===== src/rtl/mem_arbiter.sv =====
// ============================================================================
// Module   : mem_arbiter
// Purpose  : Three-source (data write, data read, instruction read) arbiter
//            that forwards one transaction at a time to a memory controller.
// Config   : ARB_RR_EN - alternate priority between the instruction and data
//            ports after every completed transaction (default: fixed priority).
// Revision : 1.0 - initial release
// ============================================================================
`default_nettype none

module mem_arbiter (
    input  logic        clk,
    input  logic        rst,
    // instruction read port
    input  logic        i_re,
    input  logic [31:0] i_addr,
    output logic [31:0] i_dout,
    output logic        i_rack,
    // data read/write port
    input  logic        d_re,
    input  logic        d_we,
    input  logic [31:0] d_raddr,
    input  logic [31:0] d_waddr,
    input  logic [1:0]  d_rlen,
    input  logic [1:0]  d_wlen,
    input  logic [31:0] d_din,
    output logic [31:0] d_dout,
    output logic        d_rack,
    output logic        d_wack,
    // memory controller side
    output logic        m_re,
    output logic        m_we,
    output logic [31:0] m_raddr,
    output logic [31:0] m_waddr,
    output logic [1:0]  m_rlen,
    output logic [1:0]  m_wlen,
    output logic [31:0] m_dout,
    input  logic [31:0] m_din,
    input  logic        m_rack,
    input  logic        m_wack
);

    typedef enum logic [1:0] {
        ST_IDLE  = 2'd0,
        ST_ISSUE = 2'd1,
        ST_DRAIN = 2'd2
    } state_t;

    typedef enum logic [1:0] {
        SRC_I  = 2'd0,
        SRC_DR = 2'd1,
        SRC_DW = 2'd2
    } src_t;

    state_t     r_state;
    src_t       r_src;
    logic [7:0] r_grant_cnt;

    logic w_pick_dw;
    logic w_pick_dr;
    logic w_pick_i;
    logic w_ack_hit;

`ifdef ARB_RR_EN
    logic w_data_first;

    // Even completion count favours the instruction port, odd the data port.
    always_comb begin
        w_data_first = (r_grant_cnt[0] || !i_re) && (d_re || d_we);
        w_pick_dw    = w_data_first && d_we;
        w_pick_dr    = w_data_first && !d_we && d_re;
        w_pick_i     = !w_data_first && i_re;
    end
`else
    always_comb begin
        w_pick_dw = d_we;
        w_pick_dr = d_re && !d_we;
        w_pick_i  = i_re && !d_re && !d_we;
    end
`endif

    // Only the ack line matching the granted direction completes a transfer.
    assign w_ack_hit = (r_src == SRC_DW) ? m_wack : m_rack;

    always_ff @(posedge clk) begin
        if (rst) begin
            r_state     <= ST_IDLE;
            r_src       <= SRC_I;
            r_grant_cnt <= 8'd0;
            m_re        <= 1'b0;
            m_we        <= 1'b0;
            m_raddr     <= 32'd0;
            m_waddr     <= 32'd0;
            m_rlen      <= 2'd0;
            m_wlen      <= 2'd0;
            m_dout      <= 32'd0;
            i_dout      <= 32'd0;
            d_dout      <= 32'd0;
            i_rack      <= 1'b0;
            d_rack      <= 1'b0;
            d_wack      <= 1'b0;
        end else begin
            i_rack <= 1'b0;
            d_rack <= 1'b0;
            d_wack <= 1'b0;
            case (r_state)
                ST_IDLE: begin
                    if (w_pick_dw) begin
                        m_we    <= 1'b1;
                        m_waddr <= d_waddr;
                        m_wlen  <= d_wlen;
                        m_dout  <= d_din;
                        r_src   <= SRC_DW;
                        r_state <= ST_ISSUE;
                    end else if (w_pick_dr) begin
                        m_re    <= 1'b1;
                        m_raddr <= d_raddr;
                        m_rlen  <= d_rlen;
                        r_src   <= SRC_DR;
                        r_state <= ST_ISSUE;
                    end else if (w_pick_i) begin
                        m_re    <= 1'b1;
                        m_raddr <= i_addr;
                        m_rlen  <= 2'd3;
                        r_src   <= SRC_I;
                        r_state <= ST_ISSUE;
                    end
                end
                ST_ISSUE: begin
                    if (w_ack_hit) begin
                        m_re        <= 1'b0;
                        m_we        <= 1'b0;
                        r_grant_cnt <= r_grant_cnt + 8'd1;
                        r_state     <= ST_DRAIN;
                        case (r_src)
                            SRC_I: begin
                                i_dout <= m_din;
                                i_rack <= 1'b1;
                            end
                            SRC_DR: begin
                                d_dout <= m_din;
                                d_rack <= 1'b1;
                            end
                            default: d_wack <= 1'b1;
                        endcase
                    end
                end
                ST_DRAIN: begin
                    if (!m_rack && !m_wack) begin
                        r_state <= ST_IDLE;
                    end
                end
                default: r_state <= ST_IDLE;
            endcase
        end
    end

endmodule

`default_nettype wire


===== config.mk =====
export PLATFORM = sky130hd
export DESIGN_NAME = mem_arbiter
export DESIGN_NICKNAME = d
export VERILOG_FILES = /design/src/rtl/mem_arbiter.sv
export SDC_FILE = /design/constraint.sdc
export NUM_CORES = 1
export LEC_CHECK = 0
export BUFFER_PORTS_ARGS = -buffer_cell sky130_fd_sc_hd__buf_2
export CAP_MARGIN = 40
export CORE_AREA = 3 3 132 134
export CTS_CLUSTER_SIZE = 30
export DETAILED_ROUTE_END_ITERATION = 8
export DIE_AREA = 0 0 135 137
export MAX_ROUTING_LAYER = met4
export PLACE_DENSITY = 0.68
export SYNTH_ARGS = -nofsm -noshare
export SYNTH_HDL_FRONTEND = slang
export SYNTH_SLANG_ARGS = --single-unit
export TNS_END_PERCENT = 10

===== constraint.sdc =====
create_clock -name clk -period 2.7 [get_ports clk]
set_input_delay 0.675 -clock clk [delete_from_list [all_inputs] [get_ports clk]]
set_output_delay 0.675 -clock clk [all_outputs]
set_load 0.05 [all_outputs]

==> results of run 1 <==
## report_power, final
part	internal, uW	switching (uW)	total, uW
clock	1320	1130	2450
sequential	2710	89.0	2800
combinational	402	987	1390
## placed cells by master (no fill, tap or decap), types with 5 or more instances in the layout
master / n
a211oi_1: 34
dfxtp_1: 173
nand2_1: 229
a21oi_1: 103
buf_2: 338
buf_12: 7
buf_4: 7
mux2i_1: 96
clkbuf_16: 17
nor2_1: 5
## how the worst min path moves through the flow
stage                   to  slack (ns)  depth (start not counted)
4_1_cts         m_dout[25]        0.45                          2
2_1_floorplan       d_wack        0.48                          1
3_5_place_dp    i_dout[12]        0.44                          2
3_3_place_gp    i_dout[23]        0.44                          2
5_1_grt         m_waddr[1]        0.47                          2
6_report       m_waddr[26]        0.45                          2
## kinds of logic (layout without fill, tap and decap cells)
| logic type | count (synthesis) | after routing | share of synthesized area |
|---|---|---|---|
| muxes | 97 | 97 | 0.147 |
| buffers and inverters | 63 | 385 | 0.0495 |
| other | 0 | 1 | 0 |
| and+or+nand+nor | 255 | 255 | 0.158 |
| DFF | 173 | 173 | 0.523 |
| AOI/OAI and AO/OA | 141 | 141 | 0.123 |
## per-layer routing
layer	vias to the layer above	GRT usage	share of wire
met4	0	0.0470	0.012
met5	-	-	0
met2	212	0.344	0.50
met1	2732	0.246	0.42
li1	3081	-	-
met3	19	0.0588	0.073
## per-stage QoR
stage	worst slack, ns	utilization	instance area (um^2)
floorplan	1.01	-	6620
global placement	0.649	0.516	8470
detailed placement	0.632	0.516	8470
CTS	0.824	0.552	9060
global route	0.711	0.553	9070
finish	0.862	0.553	9070
## layout make-up
class	count	area (um^2)	area share
clock buffers	17	425	0.0469
inverters	1	3.75	0.000414
multi-input cells	493	2840	0.313
repair buffers	352	1880	0.208
flip-flops and latches	173	3460	0.382
well taps	220	275	0.0304
diodes	1	2.50	0.000276
clock inverters	15	171	0.0189
## registers in the layout, summed over array words and instances, names as in the netlist
name,count
d_dout,32
i_dout,32
m_dout,32
m_raddr,32
m_waddr,32
m_rlen,2
m_wlen,2
r_src,2
r_state,2
d_rack,1
d_wack,1
i_rack,1
m_re,1
m_we,1
## worst min-delay path, cell delays in order (launching register included)
cell	delay (ns)
dfxtp_1	0.31
nand2_1	0.05
a21oi_1	0.05
==> impl_metrics.yaml, run 1 <==
status:
  status: "finished clean"
logic_synthesis:
  synth_flop_cell: "dfxtp_1"
  yosys.area.top_type_share: 0.523
  synthArstFlopShare: 0
  yosysWarningCount: 0
  syn_avg_cell_area_um2: 9.08
  yosysSeqAreaShare: 0.523
  synth_edf_count: 0
  synthTopCellsByArea: "dfxtp_1 52%, mux2i_1 15%, nand2_1 13%"
  synth_area_um2: 6620
  synth_cells: 729
  ys_seq_elements: 173
  synth_cell_types: 32
  synthTopCellsByCount: "229 x nand2_1, 173 x dfxtp_1, 103 x a21oi_1, 96 x mux2i_1, 34 x a211oi_1"
  yosysMostFrequentCell: "nand2_1"
  netlist.top_cell.by_area: "dfxtp_1"
  synth_nets: 900
critical_path:
  crit_arrival_ns: 2.19
  r2r_end: "i_dout[6]"
  max_stage_delay_ns: 0.61
  endpoint: "i_dout[6]"
  path_delay_family: "flip-flops"
  worst-path-stages: 4
  r2r_start: "r_state[0]"
  path_cells: "and4bb_4 > and2b_1 > buf_4 > mux2i_1"
  crit_slowest_cell: "dfxtp_1"
  end_kind: "register"
  rr_worst_depth: 4
  crit_start: "r_state[0]"
  r2r_slack_ns: 0.86
  critPathLaunchType: "register"
  critPathRequiredTime_ns: 3.05
  critical_path_buf_inv_count: 1
  crit_type: "register to register"
  crit_fanout: 27
timing:
  hold_violations: 0
  tns_ns: 0
  rsz0062_at_grt: "no"
  slew_violations: 0
  setup-violations-final: 0
  hold_ws_ns: 0.451
  tightest_slew_ns: 0.520
  max_slew_margin: 0.653
  fin_worst_skew_ns: 0.0167
  fmax_mhz: 544
  period_minus_slack_ns: 1.84
  period_share: 0.681
die:
  die_h_um: 137
  io_pins: 340
  coreArea_um2: 16400
  die_width_um: 135
  num_rows: 47
  dieArea_um2: 18500
  initial_core_util: 0.404
global_route:
  grt-ovfl-total: 0
  grt_usage: 0.205
  grt_pass1_wl_um: 29500
  grt_antenna_before_repair: 1
  grt_start_max_net_pins: 109
  grt_pass1_vias: 5680
power_and_ir_drop:
  power_density_nw_per_um2: 733
  leakagePower_uw: 0.00455
  vdd_ir_drop_max_uv: 435
  finalPower_uw: 6640
clocking:
  ctsResizeCount: 0
  cts_setup_buffers: 0
  cts.sinks: 173
  htreeDepth: 4
  cts_made_buffers: 17
  root_buffer: "clkbuf_16"
  clock_path_buffers: 2
  holdBufCountCts: 0
  path_clk_slew_ns: 0.07
  clk_latency_ns: 0.42
  cts_tree: "yes"
detailed_routing:
  drtPass1Iterations: 5
  wl_um: 19600
  drc: 0
  wl_per_cell_um: 15.4
  avgViaCountPerCell: 4.75
  antenna_left: 0
  drt_iter0_markers: 311
  vias: 6044
placement:
  gp_congestion: 0.767
  place_inst: 1239
  io_buffers: 339
  hpwl_um: 14100
layout:
  nNetsFinal: 1209
  fin_cells: 1272
  area.growth.synth_to_final_pct: 36.9
  drive_gt1_frac: 0.377
  fillers: 1542
min_path:
  hp-start: "m_waddr[26]"
  holdCritPathClass: "register to register"
flow_run:
  drv_cap: 0
Note: power is estimated with default switching activity, not from simulation.
==> run 2, diff against run 1 <==
--- a/config.mk
+++ b/config.mk
@@ -7,12 +7,13 @@
 export LEC_CHECK = 0
 export BUFFER_PORTS_ARGS = -buffer_cell sky130_fd_sc_hd__buf_2
 export CAP_MARGIN = 40
-export CORE_AREA = 3 3 132 134
+export CORE_ASPECT_RATIO = 0.7
+export CORE_MARGIN = 3
+export CORE_UTILIZATION = 45
 export CTS_CLUSTER_SIZE = 30
 export DETAILED_ROUTE_END_ITERATION = 8
-export DIE_AREA = 0 0 135 137
 export MAX_ROUTING_LAYER = met4
-export PLACE_DENSITY = 0.68
+export PLACE_DENSITY = 0.75
 export SYNTH_ARGS = -nofsm -noshare
 export SYNTH_HDL_FRONTEND = slang
 export SYNTH_SLANG_ARGS = --single-unit
==> constraint.sdc (replaced) <==
create_clock -name clk -period 1.85 [get_ports clk]
set_input_delay 0.4625 -clock clk [delete_from_list [all_inputs] [get_ports clk]]
set_output_delay 0.4625 -clock clk [all_outputs]
set_load 0.05 [all_outputs]
==> impl_metrics.yaml, run 2 (synthesis results as in run 1) <==
die:
  io_pins: 340
  num_rows: 36
  dieArea_um2: 16200
  die_width_um: 151
  die_h_um: 108
  coreArea_um2: 14100
  initial_core_util: 0.468
critical_path:
  max_stage_delay_ns: 0.37
  end_kind: "output port"
  path_delay_family: "flip-flops"
  crit_arrival_ns: 1.06
  crit_type: "register to output port"
  r2r_start: "r_src[0]"
  r2r_end: "r_state[0]"
  rr_worst_depth: 3
  path_cells: "buf_2"
  crit_fanout: 2
  crit_slowest_cell: "dfxtp_1"
  critical_path_buf_inv_count: 1
  r2r_slack_ns: 0.38
  critPathLaunchType: "register"
  critPathRequiredTime_ns: 1.39
clocking:
  cts.sinks: 173
  cts_setup_buffers: 0
  root_buffer: "clkbuf_16"
  clk_latency_ns: 0.42
  path_clk_slew_ns: 0.08
  cts_made_buffers: 17
  ctsResizeCount: 0
  holdBufCountCts: 0
  clock_path_buffers: 2
  htreeDepth: 4
  cts_tree: "yes"
power_and_ir_drop:
  seqPwrFrac: 0.426
  power_density_nw_per_um2: 1050
  internal_power_uw: 6360
  power_frac_comb: 0.215
  p_clk_frac: 0.359
  finalPower_uw: 9580
  p_sw_uw: 3220
  power_switching_share: 0.336
  vdd_ir_drop_max_uv: 624
  leakagePower_uw: 0.00458
min_path:
  holdCritPathClass: "primary input to register"
  hp-start: "d_din[13]"
  hold_end: "m_dout[13]"
  hold_depth: 3
detailed_routing:
  wl_um: 18800
  antenna_left: 0
  wl_per_cell_um: 15.1
  drtPass1Iterations: 4
  vias: 6069
  avgViaCountPerCell: 4.87
  drt_iter0_markers: 340
  drc: 0
layout:
  nNetsFinal: 1215
  final_cell_mix: "338 x buf_2, 229 x nand2_1, 173 x dfxtp_1"
  diodes: 0
  drive_gt1_frac: 0.380
  area.growth.synth_to_final_pct: 37.2
  final_common_cell: "buf_2"
timing:
  hold_ws_ns: 0.271
  period_share: 0.825
  period_minus_slack_ns: 1.53
  hold_violations: 0
  slew_violations: 0
  tightest_slew_ns: 0.413
  tns_ns: 0
  setup-violations-final: 0
  max_slew_margin: 0.725
  rsz0062_at_grt: "no"
  fin_worst_skew_ns: 0.0103
  fmax_mhz: 656
placement:
  hpwl_um: 14000
  io_buffers: 339
  gp_congestion: 0.790
global_route:
  grt_pass1_vias: 5620
  grt_usage: 0.227
  grt_start_max_net_pins: 68
  grt_pass1_wl_um: 28600
  grt_antenna_before_repair: 0
  grt-ovfl-total: 0
status:
  status: "finished clean"
flow_run:
  drv_cap: 0
==> run 2: per-stage QoR <==
| step | std cells | util | instance area (um^2) | worst slack, ns |
|---|---|---|---|---|
| after detailed placement | 1215 | 0.602 | 8510 | 0.180 |
| final | 1247 | 0.642 | 9090 | 0.324 |
| after floorplan | 729 | - | 6620 | 0.362 |
| after CTS | 1247 | 0.642 | 9090 | 0.315 |
| after global placement | 1215 | 0.602 | 8510 | 0.212 |
| after global routing | 1247 | 0.642 | 9090 | 0.256 |
==> run 2: area by class of cell <==
cell class                 count  area, um^2
tap                          190         238
inverter                       1        3.75
clock buffer                  17         425
sequential                   173        3460
fill                        1248        5060
clock inverter                15         149
multi-input combinational    493        2840
timing repair buffer         358        1970
==> run 2: worst max-delay path by stage <==
stage / start / endpoint / slack, ns / cells past startpoint
6_report: m_raddr[13] / m_raddr[13] / 0.32 / 1
5_1_grt: r_src[0] / r_state[0] / 0.26 / 3
4_1_cts: m_raddr[13] / m_raddr[13] / 0.32 / 1
3_5_place_dp: d_we / m_dout[14] / 0.18 / 5
3_3_place_gp: d_we / m_dout[11] / 0.21 / 5
2_1_floorplan: r_state[1] / m_dout[24] / 0.36 / 7
==> run 2: worst register-to-register path: stages (launching register included) <==
cell and delay, ns:
dfxtp_1 0.48, nand2b_1 0.16, mux2_2 0.39, a2111oi_2 0.35
==> run 2: layer usage <==
| metal | vias to the layer above | track usage | wire length [um] | share of wire |
|---|---|---|---|---|
| met5 | - | - | 0 | 0 |
| met4 | 0 | 0.0602 | 373 | 0.020 |
| met3 | 30 | 0.0547 | 1240 | 0.066 |
| met2 | 209 | 0.381 | 9380 | 0.50 |
| met1 | 2746 | 0.276 | 7820 | 0.42 |
| li1 | 3084 | - | - | - |
==> run 2: power by group through the flow <==
| stage | logic [uW] | registers [uW] | clock network (uW) |
|---|---|---|---|
| 2_1_floorplan | 672 | 4950 | 0 |
| 3_3_place_gp | 2050 | 4160 | 0 |
| 3_5_place_dp | 2070 | 4170 | 0 |
| 4_1_cts | 2070 | 4080 | 3510 |
| 5_1_grt | 2190 | 4110 | 3680 |
| 6_report | 2060 | 4080 | 3440 |
==> run 3, diff against run 2 <==
--- a/config.mk
+++ b/config.mk
@@ -5,15 +5,16 @@
 export SDC_FILE = /design/constraint.sdc
 export NUM_CORES = 1
 export LEC_CHECK = 0
+export ABC_AREA = 1
 export BUFFER_PORTS_ARGS = -buffer_cell sky130_fd_sc_hd__buf_2
 export CAP_MARGIN = 40
 export CORE_ASPECT_RATIO = 0.7
 export CORE_MARGIN = 3
-export CORE_UTILIZATION = 45
+export CORE_UTILIZATION = 47
 export CTS_CLUSTER_SIZE = 30
 export DETAILED_ROUTE_END_ITERATION = 8
 export MAX_ROUTING_LAYER = met4
-export PLACE_DENSITY = 0.75
+export PLACE_DENSITY = 0.77
 export SYNTH_ARGS = -nofsm -noshare
 export SYNTH_HDL_FRONTEND = slang
 export SYNTH_SLANG_ARGS = --single-unit
==> constraint.sdc (replaced) <==
create_clock -name clk -period 1.55 [get_ports clk]
set_input_delay 0.3875 -clock clk [delete_from_list [all_inputs] [get_ports clk]]
set_output_delay 0.3875 -clock clk [all_outputs]
set_load 0.05 [all_outputs]
==> impl_metrics.yaml, run 3 <==
status:
  status: "finished clean"
critical_path:
  crit_slowest_cell: "dfxtp_1"
  r2r_end: "m_raddr[10]"
  worst-path-stages: 1
  endpoint: "i_rack"
  critical_path_buf_inv_count: 1
  crit_fanout: 1
  path_delay_family: "flip-flops"
  r2r_start: "r_state[1]"
  crit_arrival_ns: 1.07
  max_stage_delay_ns: 0.38
  crit_start: "i_rack"
  end_kind: "output port"
  rr_worst_depth: 7
  crit_type: "register to output port"
  critPathLaunchType: "register"
  path_cells: "buf_2"
  critPathRequiredTime_ns: 1.16
  r2r_slack_ns: 0.1
power_and_ir_drop:
  vdd_ir_drop_max_uv: 718
  leakagePower_uw: 0.00544
  power_density_nw_per_um2: 1290
logic_synthesis:
  synth_cell_types: 15
  synth_nets: 1271
  synth_edf_count: 0
  yosysWarningCount: 0
  yosysMostFrequentCell: "nor2_1"
  synthTopCellsByArea: "dfxtp_1 48%, nor2_1 14%, nand2_1 12%"
  synth_cells: 1100
  yosys.area.top_type_share: 0.476
  synth_flop_cell: "dfxtp_1"
  synthTopCellsByCount: "273 x nor2_1, 236 x nand2_1, 173 x dfxtp_1, 169 x inv_1, 100 x o21ai_0"
  synth_area_um2: 7280
  ys_seq_elements: 173
  syn_avg_cell_area_um2: 6.62
  synthArstFlopShare: 0
  yosysSeqAreaShare: 0.476
  netlist.top_cell.by_area: "dfxtp_1"
layout:
  area.growth.synth_to_final_pct: 35.3
  post-route-util: 0.661
  drive_gt1_frac: 0.287
  fillers: 1391
  nNetsFinal: 1587
  final_common_cell: "buf_2"
  final_cell_mix: "339 x buf_2, 269 x nor2_1, 234 x nand2_1"
detailed_routing:
  wl_per_cell_um: 13.8
  vias: 7787
  avgViaCountPerCell: 4.79
  wl_um: 22400
  drc: 0
  drtPass1Iterations: 7
  drt_iter0_markers: 585
  antenna_left: 0
min_path:
  hold_depth: 3
  hp-start: "d_rlen[0]"
  holdCritPathClass: "primary input to register"
die:
  coreArea_um2: 14900
  num_rows: 37
  die_width_um: 155
  die_h_um: 110
  initial_core_util: 0.488
  dieArea_um2: 17000
  io_pins: 340
timing:
  rsz0062_at_grt: "no"
  slew_violations: 0
  hold_ws_ns: 0.211
  fin_worst_skew_ns: 0.0121
  tns_ns: 0
  period_minus_slack_ns: 1.45
  fmax_mhz: 688
  hold_violations: 0
  tightest_slew_ns: 0.370
  max_slew_margin: 0.751
  setup-violations-final: 0
  period_share: 0.937
placement:
  io_buffers: 339
  hpwl_um: 16300
  gp_congestion: 0.868
global_route:
  grt-ovfl-total: 0
  grt_start_max_net_pins: 65
  grt_pass1_vias: 6962
  grt_usage: 0.258
  grt_antenna_before_repair: 1
  grt_pass1_wl_um: 34700
clocking:
  cts_made_buffers: 17
  htreeDepth: 4
  path_clk_slew_ns: 0.06
  cts_setup_buffers: 0
  cts.sinks: 173
  ctsResizeCount: 0
  holdBufCountCts: 0
  clk_latency_ns: 0.41
  clock_path_buffers: 2
  cts_tree: "yes"
  root_buffer: "clkbuf_16"
flow_run:
  drv_cap: 0
==> run 3: changes by cell type after synthesis, sizes merged, moves of 3 or more <==
cell    before  now
a211oi      34    0
a21oi      103    5
clkbuf      32   40
inv          1  169
mux2i       96    0
nand2      230  236
nand2b       3    0
nand3        0    5
nand4        0   64
nor2         5  274
nor3         4    0
o21ai        0  102
==> run 3: area by class of cell <==
| type | instances | area (um^2) | area share |
|---|---|---|---|
| flip-flops and latches | 173 | 3460 | 0.352 |
| multi-input cells | 687 | 2910 | 0.295 |
| repair buffers | 368 | 2040 | 0.207 |
| inverters | 169 | 637 | 0.0646 |
| clock buffers | 18 | 439 | 0.0446 |
| well taps | 195 | 244 | 0.0248 |
| clock inverters | 14 | 123 | 0.0124 |
| diodes | 1 | 2.50 | 0.000254 |
==> run 3: per-stage QoR <==
step	instances	instance area [um^2]	power, uW	worst slack (ns)
final	1625	9850	12700	0.0971
after floorplan	1100	7280	7610	0.187
after CTS	1624	9850	12800	0.0811
after global routing	1625	9850	13200	0.00536
after detailed placement	1592	9290	8660	0.0590
after global placement	1592	9290	8620	0.125
==> run 3: where the power goes <==
part	switching, uW	total [uW]	internal [uW]
combinational	2610	3530	924
clock	1940	4100	2170
sequential	194	5040	4850
==> run 3: cell families after synthesis <==
logic type,after synthesis,synth area share
flip-flops,173,0.476
AND/OR/NAND/NOR,579,0.322
AO/OA/AOI/OAI,108,0.0746
buffers and inverters,240,0.128
==> run 3: worst min-delay path by stage <==
stage	to
CTS	m_rlen[0]
detailed placement	m_we
global route	m_dout[8]
floorplan	r_src[0]
finish	m_rlen[0]
global placement	m_we
==> run 3: metal layers <==
metal | GRT usage | up-vias | share of wire
met4 | 0.0832 | 0 | 0.027
met1 | 0.313 | 3480 | 0.42
li1 | - | 3963 | -
met5 | - | - | 0
met2 | 0.432 | 300 | 0.48
met3 | 0.0601 | 44 | 0.072
